===== config.mk =====
export PLATFORM = sky130hd
export DESIGN_NAME = leg_solver_flat
export DESIGN_NICKNAME = d
export VERILOG_FILES = /design/src/rtl/leg_solver_if.sv /design/src/rtl/leg_solver.sv /design/src/flat_wrapper.sv
export SDC_FILE = /design/constraint.sdc
export NUM_CORES = 1
export LEC_CHECK = 0
export BUFFER_PORTS_ARGS = -buffer_cell sky130_fd_sc_hd__buf_2
export CAP_MARGIN = 15
export CORE_ASPECT_RATIO = 1.75
export CORE_MARGIN = 5
export CORE_UTILIZATION = 39
export CTS_CLUSTER_DIAMETER = 30
export DETAILED_ROUTE_END_ITERATION = 6
export PLACE_DENSITY = 0.51
export SYNTH_ARGS = -nofsm -noshare
export SYNTH_HDL_FRONTEND = slang
export SYNTH_SLANG_ARGS = --single-unit

===== constraint.sdc =====
create_clock -name clk -period 7.8 [get_ports clk]
set_input_delay 1.17 -clock clk [delete_from_list [all_inputs] [get_ports clk]]
set_output_delay 1.17 -clock clk [all_outputs]
set_load 0.05 [all_outputs]

===== src/rtl/leg_solver_if.sv =====
// leg_solver_if: request/result bundle for the leg solver.
//   start        requester -> solver  request strobe, taken only when idle
//   r_in, x_in   requester -> solver  hypotenuse and known leg (unsigned)
//   busy         solver -> requester  computation in flight
//   done         solver -> requester  one-cycle result strobe
//   err          solver -> requester  last request had x > r
//   y_out        solver -> requester  recovered leg
interface leg_solver_if #(
  parameter int WIDTH = 8
);
  logic             start;
  logic [WIDTH-1:0] r_in;
  logic [WIDTH-1:0] x_in;
  logic             busy;
  logic             done;
  logic             err;
  logic [WIDTH-1:0] y_out;

  modport master (
    output start, r_in, x_in,
    input  busy, done, err, y_out
  );

  modport slave (
    input  start, r_in, x_in,
    output busy, done, err, y_out
  );
endinterface


===== src/rtl/leg_solver.sv =====
// leg_solver: recovers the second leg y = floor(sqrt(r^2 - x^2)) of a right
// triangle from its hypotenuse r and known leg x.  A sequential
// shift/subtract square root runs a fixed WIDTH iterations, giving a constant
// latency of WIDTH+3 enabled edges from accepted start to done.
// Ports:
//   clk     rising-edge clock
//   rst_n   asynchronous active-low reset
//   ena     global clock enable; all state holds while low
//   req_if  slave side of leg_solver_if (start/r_in/x_in in,
//           busy/done/err/y_out out)
module leg_solver #(
  parameter int WIDTH = 8
) (
  input  logic         clk,
  input  logic         rst_n,
  input  logic         ena,
  leg_solver_if.slave  req_if
);
  localparam int W2 = 2 * WIDTH;
  localparam int CW = $clog2(WIDTH + 1);

  typedef enum logic [2:0] {IDLE, SQUARE, DIFF, ITER, DONE} state_t;

  state_t           state_q, state_d;
  logic [WIDTH-1:0] r_q, r_d, x_q, x_d;
  logic [W2-1:0]    rsq_q, rsq_d, xsq_q, xsq_d;
  logic [W2-1:0]    num_q, num_d, res_q, res_d, b_q, b_d;
  logic [CW-1:0]    cnt_q, cnt_d;
  logic             bad_q, bad_d;
  logic             busy_q, busy_d, done_q, done_d, err_q, err_d;
  logic [WIDTH-1:0] y_q, y_d;
  logic [W2-1:0]    trial;

  always_ff @(posedge clk or negedge rst_n) begin
    if (!rst_n) begin
      state_q <= IDLE;
      r_q     <= '0;
      x_q     <= '0;
      rsq_q   <= '0;
      xsq_q   <= '0;
      num_q   <= '0;
      res_q   <= '0;
      b_q     <= '0;
      cnt_q   <= '0;
      bad_q   <= 1'b0;
      busy_q  <= 1'b0;
      done_q  <= 1'b0;
      err_q   <= 1'b0;
      y_q     <= '0;
    end else if (ena) begin
      state_q <= state_d;
      r_q     <= r_d;
      x_q     <= x_d;
      rsq_q   <= rsq_d;
      xsq_q   <= xsq_d;
      num_q   <= num_d;
      res_q   <= res_d;
      b_q     <= b_d;
      cnt_q   <= cnt_d;
      bad_q   <= bad_d;
      busy_q  <= busy_d;
      done_q  <= done_d;
      err_q   <= err_d;
      y_q     <= y_d;
    end
  end

  always_comb begin
    state_d = state_q;
    r_d     = r_q;
    x_d     = x_q;
    rsq_d   = rsq_q;
    xsq_d   = xsq_q;
    num_d   = num_q;
    res_d   = res_q;
    b_d     = b_q;
    cnt_d   = cnt_q;
    bad_d   = bad_q;
    busy_d  = busy_q;
    done_d  = done_q;
    err_d   = err_q;
    y_d     = y_q;
    trial   = res_q + b_q;

    case (state_q)
      IDLE: begin
        done_d = 1'b0;
        if (req_if.start) begin
          r_d     = req_if.r_in;
          x_d     = req_if.x_in;
          busy_d  = 1'b1;
          state_d = SQUARE;
        end
      end
      SQUARE: begin
        rsq_d   = W2'(r_q) * W2'(r_q);
        xsq_d   = W2'(x_q) * W2'(x_q);
        state_d = DIFF;
      end
      DIFF: begin
        // A negative radicand is flagged and the root forced to run on zero.
        if (xsq_q > rsq_q) begin
          bad_d = 1'b1;
          num_d = '0;
        end else begin
          bad_d = 1'b0;
          num_d = rsq_q - xsq_q;
        end
        res_d   = '0;
        b_d     = W2'(1) << (W2 - 2);
        cnt_d   = '0;
        state_d = ITER;
      end
      ITER: begin
        // One root bit per edge; res converges to floor(sqrt(num)).
        if (num_q >= trial) begin
          num_d = num_q - trial;
          res_d = (res_q >> 1) + b_q;
        end else begin
          res_d = res_q >> 1;
        end
        b_d   = b_q >> 2;
        cnt_d = cnt_q + CW'(1);
        if (cnt_q == CW'(WIDTH - 1)) state_d = DONE;
      end
      DONE: begin
        y_d     = bad_q ? '0 : res_q[WIDTH-1:0];
        err_d   = bad_q;
        done_d  = 1'b1;
        busy_d  = 1'b0;
        state_d = IDLE;
      end
      default: state_d = IDLE;
    endcase
  end

  assign req_if.busy  = busy_q;
  assign req_if.done  = done_q;
  assign req_if.err   = err_q;
  assign req_if.y_out = y_q;
endmodule


===== src/flat_wrapper.sv =====
// flat-port wrapper written by rule: the top's interface ports become plain ports
module leg_solver_flat 
#(
  parameter int WIDTH = 8
)
  (clk, rst_n, ena, req_if_start, req_if_r_in, req_if_x_in, req_if_busy, req_if_done, req_if_err, req_if_y_out);
  leg_solver_if #(.WIDTH(WIDTH)) req_if_i ();
  input  logic clk;
  input  logic rst_n;
  input  logic ena;
  input wire logic [$bits(req_if_i.start)-1:0] req_if_start;
  input wire logic [$bits(req_if_i.r_in)-1:0] req_if_r_in;
  input wire logic [$bits(req_if_i.x_in)-1:0] req_if_x_in;
  output wire logic [$bits(req_if_i.busy)-1:0] req_if_busy;
  output wire logic [$bits(req_if_i.done)-1:0] req_if_done;
  output wire logic [$bits(req_if_i.err)-1:0] req_if_err;
  output wire logic [$bits(req_if_i.y_out)-1:0] req_if_y_out;
  assign req_if_i.start = req_if_start;
  assign req_if_i.r_in = req_if_r_in;
  assign req_if_i.x_in = req_if_x_in;
  assign req_if_busy = req_if_i.busy;
  assign req_if_done = req_if_i.done;
  assign req_if_err = req_if_i.err;
  assign req_if_y_out = req_if_i.y_out;
  leg_solver #(.WIDTH(WIDTH)) u_core (.clk(clk), .rst_n(rst_n), .ena(ena), .req_if(req_if_i));
endmodule

======== Yosys cells after proc, flatten, opt, wreduce, memory -nomap -nowiden ========
Cells that the tools add are included.
cells by class
  multiply operators ...................... 2
  equality and inequality tests ........... 8
  order comparisons ....................... 2
  reductions and logical operators ........ 12
  $add $sub $neg .......................... 5
  mux-type cells .......................... 15
operators by type and width
  operator                                                                 count
  16-bit case mux with 2 select lines                                      3
  16-bit 2-to-1 mux                                                        3
  8-bit by 8-bit multiplier with 16-bit output                             2
  16-bit subtractor                                                        2
  15-bit by 16-bit adder with 16-bit output                                1
  16-bit adder                                                             1
  16-bit greater-or-equal comparator                                       1
  16-bit > comparator                                                      1
  3-bit case mux with 4 select lines                                       1
  3-bit AND reduction                                                      4
  2-bit AND reduction                                                      5
  8-bit 2-to-1 mux                                                         1
  4-bit case mux with 2 select lines                                       1
  3-bit by 2-bit == test with 1-bit output, second input constant          2
  3-bit 2-to-1 mux                                                         2
  4-bit by 1-bit adder with 4-bit output, second input constant            1
  4-bit by 3-bit == test with 1-bit output, second input constant          1
  2-bit by 1-bit inequality test with 1-bit output, second input constant  2
  1-bit case mux with 2 select lines                                       2
  2-bit nonzero test                                                       2
  3-bit by 1-bit == test with 1-bit output, second input constant          1
  3-bit == test, second input constant                                     1
  3-bit logical NOT                                                        1
  1-bit 2-to-1 mux                                                         2
  2-bit inequality test, second input constant                             1
storage, ports and cells
  output and inout port bits .............. 11
  flip-flop bits (word level) ............. 115

======== Longest topological paths before layout ========
  depth in word-level cells ............... 4
  depth in mapped cells ................... 19
  gate-level depth less buffers ........... 18

======== Least setup slack after synthesis ========
Ideal clock, no wire load.
  kind .................................... register to register
  from .................................... register u_core.x_q[1]
  to ...................................... register u_core.xsq_q[15]
  buffers on the path ..................... 1
  library setup time ...................... 0.130 ns
  cell stages (with the launch flop) ...... 20
  period minus slack after synthesis ...... 4.100 ns
  arrival ................................. 3.970 ns
  slack ................................... 3.700 ns
  cells stage by stage .................... dfrtp_1 -> clkbuf_1 -> and2_1 -> ha_1 -> inv_1 -> fa_1 -> inv_1 -> ha_1 -> inv_1 -> fa_1 -> inv_1 -> fa_1 -> a21o_1 -> a21oi_1 -> nor2b_1 -> o41ai_1 -> o2111a_1 -> a21oi_1 -> xor2_1 -> o21ai_1
on the way
  word-level cells in the longest chain between the ends .. 1
ends and longest elaborated chain
  item                                          line              RTL
  start, declared                               leg_solver.sv:25  logic [WIDTH-1:0] r_q, r_d, x_q, x_d;
  start signal, assigned                        leg_solver.sv:38  x_q <= '0;
  start signal, assigned                        leg_solver.sv:53  x_q <= x_d;
  8-bit by 8-bit multiplier with 16-bit output  leg_solver.sv:97  xsq_d = W2'(x_q) * W2'(x_q);
  end signal, assigned                          leg_solver.sv:55  xsq_q <= xsq_d;
  end, declared                                 leg_solver.sv:26  logic [W2-1:0] rsq_q, rsq_d, xsq_q, xsq_d;
Every way passes these cells.
A chain may end at the register's enable or synchronous reset.

======== Worst setup path in the final report ========
Same ends and word-level chain as after synthesis.

==> impl_metrics.tcl <==
set metrics [dict create \
    status "completed" \
    r2r_start "u_core.x_q[1]" \
    drt_first_pass_iters 4 \
    critPathKind "flip-flop to flip-flop" \
    grt_max_degree 63 \
    fmax_mhz 222 \
    synth_top_cell_by_area "dfrtp_1" \
    routed_via_density 5.14 \
    synth-seq-area-share 0.269 \
    synth.most_common_cell "nand2_1" \
    finClkSkew_ns 0.00911 \
    cp_top_family "adder cells" \
    synthToLayoutAreaGrowth_pct 7.67 \
    crit_start "u_core.x_q[1]" \
    yosysUniqueCellTypes 68 \
    critPathCaptureType "flip-flop" \
    crit_arrival_ns 4.76 \
    hold_viol 0 \
    syn_inst 1104 \
    root_buffer "clkbuf_16" \
    setup_violations 0 \
    cts_tree "built" \
    die_height_um 219 \
    htreeDepth 3 \
    syn-num-nets 1284 \
    hold_start "u_core.req_if.y_out[6]" \
    start_util 0.395 \
    ctsHoldBuffers 0 \
    synth.avg_cell_area_um2 8.86 \
    hp-class "flip-flop to flip-flop" \
    hpwl_um 17500 \
    clock_sinks 105 \
    drt-wirelength-per-cell_um 15.4 \
    drv_cap 0 \
    io_pins 31 \
    synth_seq_cells 105 \
    overflow 0 \
    async_reset_ff_frac 1.00 \
    fillers 2536 \
    fp.dieArea_um2 28500 \
    slew_violations 0 \
    drt-initial-drc-count 252 \
    ys_top_cells_by_area "dfrtp_1 (27%), ha_1 (14%), fa_1 (10%)" \
    critPathBufInv 4 \
    drive_above_1_share 0.0892 \
    cp.required_ns 8.05 \
    rrSetupSlack_ns 3.29 \
    grt_pass1_wl_um 37300 \
    grt_antenna_before_repair 0 \
    synth_common_cells "nand2_1 (155), inv_1 (114), ha_1 (110), dfrtp_1 (105), o21ai_0 (56)" \
    critPathLaunchType "flip-flop" \
    max_slew.worst_pin.slew_ns 1.01 \
    slew_headroom 0.322 \
    routabilityCongestion 0.884 \
    crit_fanout 12 \
    io_buffers 30 \
    vias 7372 \
    setup_tns_ns 0 \
    dpl_cell_area_um2 10200 \
    netlist.area_leader.share 0.269 \
    diodes 0 \
    core_area_um2 24700 \
    nNetsFinal 1296 \
    antenna_left 0 \
    path_cells "and2_1, ha_1, inv_1, fa_1, inv_1, ha_1, inv_1, fa_1, inv_1, fa_1, a21o_1, a21oi_1, nor2b_1, o41ai_1, o2111a_1, a21oi_1, xor2_1, o21ai_1" \
    die_width_um 130 \
    slowest_stage "dfrtp_1" \
    crit_top_cell "inv_1" \
    cts.path.max_buffers 2 \
    max_stage_delay_ns 0.54 \
    ys_warn_count 0 \
    min_period_ns 4.51 \
    cts_setup_buffers 0 \
    wl_um 22100 \
    synth.cell_area_um2 9780 \
    synth_ff_type "dfrtp_1" \
    fin_crit_sh 0.578 \
    grt_pass1_vias 7639 \
    fp-row-count 76 \
    design_area_um2 10500 \
    cts_buffers 9 \
    clock_latency_ns 0.38 \
    synth_enable_flop_cells 0 \
    grt_setup_unrepaired "no" \
    cts.clk_slew.worst_paths_ns 0.07 \
    cts_resized 0 \
    drcViolationCount 0 \
    track_usage 0.166 \
]
## tightest hold or removal path, stage by stage, from the launching register on
cell     delay [ns]
dfrtp_1        0.34
nand2_1        0.04
o21ai_0        0.05
## cell type report
type | instances | area, um^2 | share of cell area
clock buffers | 14 | 274 | 0.0260
repair buffers | 36 | 198 | 0.0188
multi-input cells | 849 | 6570 | 0.624
well taps | 312 | 390 | 0.0371
clock inverters | 2 | 35.0 | 0.00333
flip-flops and latches | 105 | 2630 | 0.250
inverters | 115 | 432 | 0.0410
## per-stage QoR
stage / setup WS [ns] / hold slack [ns] / util / std cells
final: 3.29 / 0.472 / 0.426 / 1433
after global routing: 2.98 / 0.503 / 0.426 / 1433
after CTS: 3.30 / 0.482 / 0.426 / 1433
after detailed placement: 3.28 / 0.464 / 0.413 / 1417
after global placement: 3.37 / 0.455 / 0.413 / 1417
after floorplan: 3.70 / 0.450 / - / 1104
## flip-flops by register name (all words and copies together), names as in the netlist
name,count
u_core.x_q,8
u_core.bad_q,1
u_core.res_q,16
u_core.req_if.err,1
u_core.req_if.y_out,8
u_core.r_q,8
u_core.xsq_q,15
u_core.cnt_q,4
u_core.rsq_q,15
u_core.num_q,16
u_core.state_q,3
u_core.req_if.busy,1
u_core.req_if.done,1
u_core.b_q,8
## layer usage
metal / up-vias / wire length (um) / GRT usage
met5: - / 0 / 0
met4: 0 / 800 / 0.0811
met3: 28 / 333 / 0.0155
met2: 50 / 12400 / 0.321
met1: 3518 / 8520 / 0.174
li1: 3776 / - / -
## cells in the final DEF, fill, tap and decap left out, drive strengths merged, types with 14 or more instances in the layout
| cell | n |
|---|---|
| buf | 36 |
| a21o | 20 |
| a21oi | 39 |
| o21ai | 104 |
| nand2b | 18 |
| inv | 115 |
| and2 | 38 |
| mux2 | 19 |
| nor2 | 46 |
| a31oi | 21 |
| clkbuf | 14 |
| xor2 | 39 |
| fa | 50 |
| dfrtp | 105 |
| nand3 | 19 |
| nand2 | 157 |
| xnor2 | 43 |
| ha | 110 |
## logic make-up (layout without fill, tap and decap cells)
logic type / after synthesis / after routing / share of synthesized area
flip-flops: 105 / 105 / 0.269
multiplexers: 25 / 25 / 0.0280
buffers and inverters: 150 / 167 / 0.0601
AND/OR/NAND/NOR: 329 / 329 / 0.157
AO/OA/AOI/OAI: 253 / 253 / 0.169
XOR/XNOR: 82 / 82 / 0.0735
adder cells (fa/ha/maj): 160 / 160 / 0.243
## path summary, 6_finish.rpt
kind	to	cells after the start
min in group asynchronous	u_core.req_if.y_out[1]	1
max reg2reg	u_core.xsq_q[15]	18
max	u_core.xsq_q[15]	18
min reg2reg	u_core.req_if.y_out[6]	2
min	u_core.req_if.y_out[6]	2
max in group asynchronous	u_core.rsq_q[9]	2
Power is not shown: default switching activity piles up to over one toggle a cycle in this logic, so the estimate is an artifact.
